--- src/rtl/uart_pkg.sv ---
// Shared types and defaults for the UART transmit arbiter.
// Holds the FSM state encoding and the default frame length.
package uart_pkg;

  typedef enum logic [1:0] {IDLE, LOAD, START, WAIT} uart_arb_state_t;

  localparam int UART_FRAME_BITS = 10;

endpackage

--- src/rtl/uart_tx_arbiter_rr.sv ---
// Round-robin requester pick for the UART arbiter. The search starts at rr_ptr and wraps.
// Purely combinational (0 cycles). It never stalls; the caller decides when a pick is accepted.
module rr_arbiter #(
  parameter int NREQ = 2,
  localparam int IW = $clog2(NREQ)
) (
  input  logic [NREQ-1:0] req,
  input  logic [IW-1:0]   rr_ptr,
  output logic [NREQ-1:0] pick_oh,
  output logic [IW-1:0]   pick_idx,
  output logic            any_valid
);

  // The outer loop sets the search order and the inner loop finds the matching index.
  // This keeps every bit select a constant.
  always_comb begin
    pick_oh   = '0;
    pick_idx  = '0;
    any_valid = 1'b0;
    for (int k = 0; k < NREQ; k++) begin
      for (int i = 0; i < NREQ; i++) begin
        if (!any_valid && req[i] && (i == (int'(rr_ptr) + k) % NREQ)) begin
          pick_oh[i] = 1'b1;
          pick_idx   = IW'(i);
          any_valid  = 1'b1;
        end
      end
    end
  end

endmodule

--- src/rtl/uart_tx_arbiter.sv ---
// Round-robin owner of the single UART transmitter. Grant in the request cycle; LOAD, START, then a full frame wait.
// One byte per FRAME_CYCLES+3 cycles. req_ready is held low outside IDLE, so requesters wait.
module uart_tx_arbiter
  import uart_pkg::*;
#(
  parameter int NREQ         = 2,
  parameter int CLKS_PER_BIT = 868,
  parameter int FRAME_BITS   = UART_FRAME_BITS,
  localparam int IW           = $clog2(NREQ),
  localparam int FRAME_CYCLES = CLKS_PER_BIT * FRAME_BITS,
  localparam int CW           = $clog2(FRAME_CYCLES)
) (
  input  logic              clk,
  input  logic              rst,
  input  logic [NREQ-1:0]   req_valid,
  input  logic [NREQ*8-1:0] req_data,
  output logic [NREQ-1:0]   req_ready,
  output logic              uart_sel,
  output logic              wr,
  output logic [7:0]        data_out,
  output logic              byte_ready,
  output logic              t_byte,
  output logic              busy,
  output logic              tx_done,
  output logic [IW-1:0]     grant_id
);

  uart_arb_state_t state_q, state_d;
  logic [IW-1:0]   rr_ptr_q, rr_ptr_d, grant_id_q, grant_id_d, pick_idx;
  logic [CW-1:0]   cnt_q, cnt_d;
  logic [7:0]      data_reg_q, data_reg_d, data_out_q, data_out_d, pick_data;
  logic [NREQ-1:0] pick_oh;
  logic            any_valid, hs;
  logic            uart_sel_q, uart_sel_d, wr_q, wr_d, byte_ready_q, byte_ready_d;
  logic            t_byte_q, t_byte_d, busy_q, busy_d, tx_done_q, tx_done_d;

  rr_arbiter #(.NREQ(NREQ)) u_rr (
    .req       (req_valid),
    .rr_ptr    (rr_ptr_q),
    .pick_oh   (pick_oh),
    .pick_idx  (pick_idx),
    .any_valid (any_valid)
  );

  // Gating with rst keeps req_ready low while reset is asserted, even though state_q already reads IDLE.
  assign req_ready = (rst && state_q == IDLE) ? pick_oh : '0;
  assign hs        = (state_q == IDLE) && any_valid;

  always_comb begin
    pick_data = '0;
    for (int i = 0; i < NREQ; i++) begin
      if (pick_oh[i]) pick_data = req_data[8*i +: 8];
    end
  end

  always_comb begin
    state_d    = state_q;
    rr_ptr_d   = rr_ptr_q;
    grant_id_d = grant_id_q;
    data_reg_d = data_reg_q;
    cnt_d      = '0;
    case (state_q)
      IDLE: begin
        if (hs) begin
          state_d    = LOAD;
          data_reg_d = pick_data;
          grant_id_d = pick_idx;
          rr_ptr_d   = (pick_idx == IW'(NREQ - 1)) ? '0 : pick_idx + IW'(1);
        end
      end
      LOAD:  state_d = START;
      START: state_d = WAIT;
      WAIT: begin
        if (cnt_q == CW'(FRAME_CYCLES - 1)) state_d = IDLE;
        else                                cnt_d   = cnt_q + CW'(1);
      end
      default: state_d = IDLE;
    endcase
    // Outputs are registered from the next state, so they line up with the state they describe.
    uart_sel_d   = (state_d == LOAD) || (state_d == START);
    wr_d         = uart_sel_d;
    byte_ready_d = (state_d == LOAD);
    t_byte_d     = (state_d == START);
    busy_d       = (state_d != IDLE);
    tx_done_d    = (state_d == WAIT) && (cnt_d == CW'(FRAME_CYCLES - 1));
    data_out_d   = uart_sel_d ? data_reg_d : '0;
  end

  always_ff @(posedge clk or negedge rst) begin
    if (!rst) begin
      state_q      <= IDLE;
      rr_ptr_q     <= '0;
      grant_id_q   <= '0;
      data_reg_q   <= '0;
      cnt_q        <= '0;
      uart_sel_q   <= 1'b0;
      wr_q         <= 1'b0;
      byte_ready_q <= 1'b0;
      t_byte_q     <= 1'b0;
      busy_q       <= 1'b0;
      tx_done_q    <= 1'b0;
      data_out_q   <= '0;
    end else begin
      state_q      <= state_d;
      rr_ptr_q     <= rr_ptr_d;
      grant_id_q   <= grant_id_d;
      data_reg_q   <= data_reg_d;
      cnt_q        <= cnt_d;
      uart_sel_q   <= uart_sel_d;
      wr_q         <= wr_d;
      byte_ready_q <= byte_ready_d;
      t_byte_q     <= t_byte_d;
      busy_q       <= busy_d;
      tx_done_q    <= tx_done_d;
      data_out_q   <= data_out_d;
    end
  end

  assign uart_sel   = uart_sel_q;
  assign wr         = wr_q;
  assign byte_ready = byte_ready_q;
  assign t_byte     = t_byte_q;
  assign busy       = busy_q;
  assign tx_done    = tx_done_q;
  assign data_out   = data_out_q;
  assign grant_id   = grant_id_q;

endmodule

--- config.mk ---
export PLATFORM = sky130hd
export DESIGN_NAME = uart_tx_arbiter
export DESIGN_NICKNAME = d
export VERILOG_FILES = /design/src/rtl/uart_pkg.sv /design/src/rtl/uart_tx_arbiter_rr.sv /design/src/rtl/uart_tx_arbiter.sv
export SDC_FILE = /design/constraint.sdc
export NUM_CORES = 1
export LEC_CHECK = 0
export ABC_AREA = 1
export CORE_ASPECT_RATIO = 0.9
export CORE_UTILIZATION = 51
export CTS_BUF_LIST = sky130_fd_sc_hd__clkbuf_16
export DETAILED_ROUTE_END_ITERATION = 8
export PLACE_DENSITY = 0.78
export SKIP_CTS_REPAIR_TIMING = 1
export SLEW_MARGIN = 20
export SYNTH_ARGS = -nofsm -noshare
export SYNTH_HDL_FRONTEND = slang
export SYNTH_SLANG_ARGS = --single-unit
--- constraint.sdc ---
create_clock -name clk -period 2.57 [get_ports clk]
set_input_delay 0.257 -clock clk [delete_from_list [all_inputs] [get_ports clk]]
set_output_delay 0.257 -clock clk [all_outputs]
set_load 0.01 [all_outputs]
==> impl_metrics.toml <==
[yosys]
synthMuxAreaShare = 0
yosysSeqAreaShare = 0.513
synth_flop_cell = "dfrtp_1"
synth_adder_area_share = 0.0263
synth_warnings = 0
yosys.area_share.xor_xnor = 0.0230
synthArstFlopShare = 1.00
syn_inst = 237
synth_compound_area_frac = 0.0533
yosys.area_share.simple = 0.311
synth_area_mm2 = 0.00190
synth_top_family_by_area = "simple AND/OR/NAND/NOR gates"
synth_nets = 261
ys_ff_latch = 39
synth_edf_count = 0
avgSynthCellArea_um2 = 8.02
yosysUniqueCellTypes = 21

[power]
ir_worst_vdd_mv = 0.395
switchingPower_uw = 512
seqPwrFrac = 0.456
pwr-share-clk = 0.347
p_leak_uw = 0.00118
power.share.switching = 0.303
p_per_area_mw_per_mm2 = 688
pwr-share-comb = 0.197
internal_power_uw = 1180

[setup_path]
worstPathArrival_ns = 2.48
start_kind = "flip-flop"
required_ns = 2.75
crit_path_max_fanout = 7
critPathCaptureType = "flip-flop"
reg2reg_from = "cnt_q[0]"
crit_type = "reg2reg"
r2r_slack_ns = 0.27
reg2reg_depth = 15
worstReg2RegEnd = "tx_done"

[clock_tree]
cts.sink_count = 39
cts_tree = "done"
clk_latency_ns = 0.29
clk_pin_slew_ns = 0.06
numCtsBuffers = 5
htreeDepth = 2
cts-root-buf = "clkbuf_16"
clockBufferDepth = 2

[finish]
fillCellCount = 278
final_common_cell = "nand2_1"
final_cell_mix = "51 x nand2_1, 38 x dfrtp_1, 35 x clkdlybuf4s50_1, 33 x nor2_1, 32 x nand3_1"
antenna_cells = 0
drive_gt1_frac = 0.0714
nNetsFinal = 303
area_growth_pct = 29.2

[drt]
vias = 1685
wire_per_inst_um = 13.0
drt_iter0_markers = 157
drcViolationCount = 0
firstDrtPassIters = 5
drt_wl_total_um = 4220
viasPerCell = 5.20
drtAntennaViolNets = 0

[placed_design]
gp_congestion = 0.920
port_buffers = 36
preCtsSetupSlack_ns = 0.148
hpwl_um = 3060

[die]
die_w_um = 66.4
core_mm2 = 0.00348
rows = 20
initial_core_util = 0.546
pin_count = 37
die_h_um = 59.9
dieArea_mm2 = 0.00398

[sta]
period_share = 0.897
worst-slew-pin-transition_ns = 0.586
final-hold-violation-count = 0
worst_slack_ns = 0.266
skew_ns = 0.00652
setup-tns-final_ns = 0
max_freq_ghz = 0.434
fin_crit_ns = 2.30
grt_setup_unrepaired = "false"
slew_violations = 0
setup_viol = 0
slew_headroom = 0.608

[min_path]
hp-class = "in2async"

[job]
cap_violations = 0

[global_route]
grt_pass1_wl_um = 7140
grt_max_degree = 40
grt_pass1_vias = 1536
grt_overflow = 0
grt_antenna_before_repair = 0
grt_usage = 0.248

[run_status]
status = "finished clean"
## critical path: stages (launching register included)
cell	delay, ns
dfrtp_2	0.41
ha_2	0.27
nand2_1	0.11
nor2_1	0.12
nand2_1	0.06
nor2_1	0.18
inv_1	0.11
o21ai_1	0.21
inv_1	0.11
ha_1	0.19
nand3_1	0.09
nor2_1	0.06
o21ai_0	0.08
nor2_1	0.07
nand3_1	0.09
nor2_1	0.05
## routing by layer
layer  global-route usage  up-vias  share of wire
li1                     -      849              -
met1                0.350      770           0.47
met2                0.354       58           0.44
met3               0.0897        8          0.071
met4               0.0821        0          0.013
met5                    0        -              0
## worst max path at each step
stage	start	to	slack, ns	depth (start not counted)
2_1_floorplan	cnt_q[0]	tx_done	0.45	16
5_1_grt	cnt_q[0]	tx_done	0.05	15
3_3_place_gp	cnt_q[0]	tx_done	0.38	15
3_5_place_dp	cnt_q[0]	tx_done	0.15	15
4_1_cts	cnt_q[0]	tx_done	0.05	15
6_report	cnt_q[0]	tx_done	0.27	15
## power by group through the flow
stage	sequential (µW)	clock, µW	combinational (µW)
3_5_place_dp	776	0	321
4_1_cts	767	593	328
3_3_place_gp	777	0	320
6_report	770	587	332
5_1_grt	780	617	381
2_1_floorplan	755	0	236
## cells by family (layout without fill, tap and decap cells)
logic type / after synthesis / count (layout)
buffers and inverters: 35 / 78
adders and majority gates: 4 / 4
and+or+nand+nor: 136 / 136
xor gates and xnor gates: 5 / 5
AOI/OAI and AO/OA: 18 / 18
DFF: 39 / 39
## cell usage after synthesis, types with 2 or more instances
library cell  number  share of area
nand4_1            2         0.0066
a21oi_1            2         0.0053
clkbuf_1           2         0.0040
o21ai_0            7          0.018
ha_1               4          0.026
nor2_1            33          0.065
xnor2_1            2         0.0092
buf_4              2         0.0079
nand2_1           51           0.10
nor2_2             4          0.013
dfrtp_1           39           0.51
inv_1             29          0.057
nand3b_1           2         0.0079
a31oi_1            9          0.030
nand3_1           32          0.084
nor3_1            10          0.026
xor2_1             3          0.014
## area by class of cell
cell class | count | area (µm²) | share of cell area
sequential | 39 | 977 | 0.398
multi-input combinational | 163 | 788 | 0.321
timing repair buffer | 40 | 385 | 0.157
clock buffer | 5 | 125 | 0.0509
inverter | 30 | 113 | 0.0458
tap | 44 | 55.1 | 0.0224
clock inverter | 3 | 12.5 | 0.00509
## state kept, by name (all words and copies together), names as in the netlist
signal	count
data_reg_q	8
grant_id	1
byte_ready	1
wr	1
busy	1
t_byte	1
state_q	2
tx_done	1
data_out	8
cnt_q	14
rr_ptr_q	1
## metrics by stage
| stage | area [µm²] | total power [µW] | hold slack [ns] | instances | utilization |
|---|---|---|---|---|---|
| detailed placement | 2310 | 1100 | 0.349 | 316 | 0.665 |
| floorplan | 1900 | 990 | -0.0386 | 237 | - |
| global route | 2460 | 1780 | 0.0902 | 324 | 0.706 |
| global placement | 2310 | 1100 | 0.346 | 316 | 0.665 |
| finish | 2460 | 1690 | 0.0274 | 324 | 0.706 |
| CTS | 2450 | 1690 | 0.0509 | 324 | 0.705 |
Note: power is estimated with default switching activity, not from simulation.
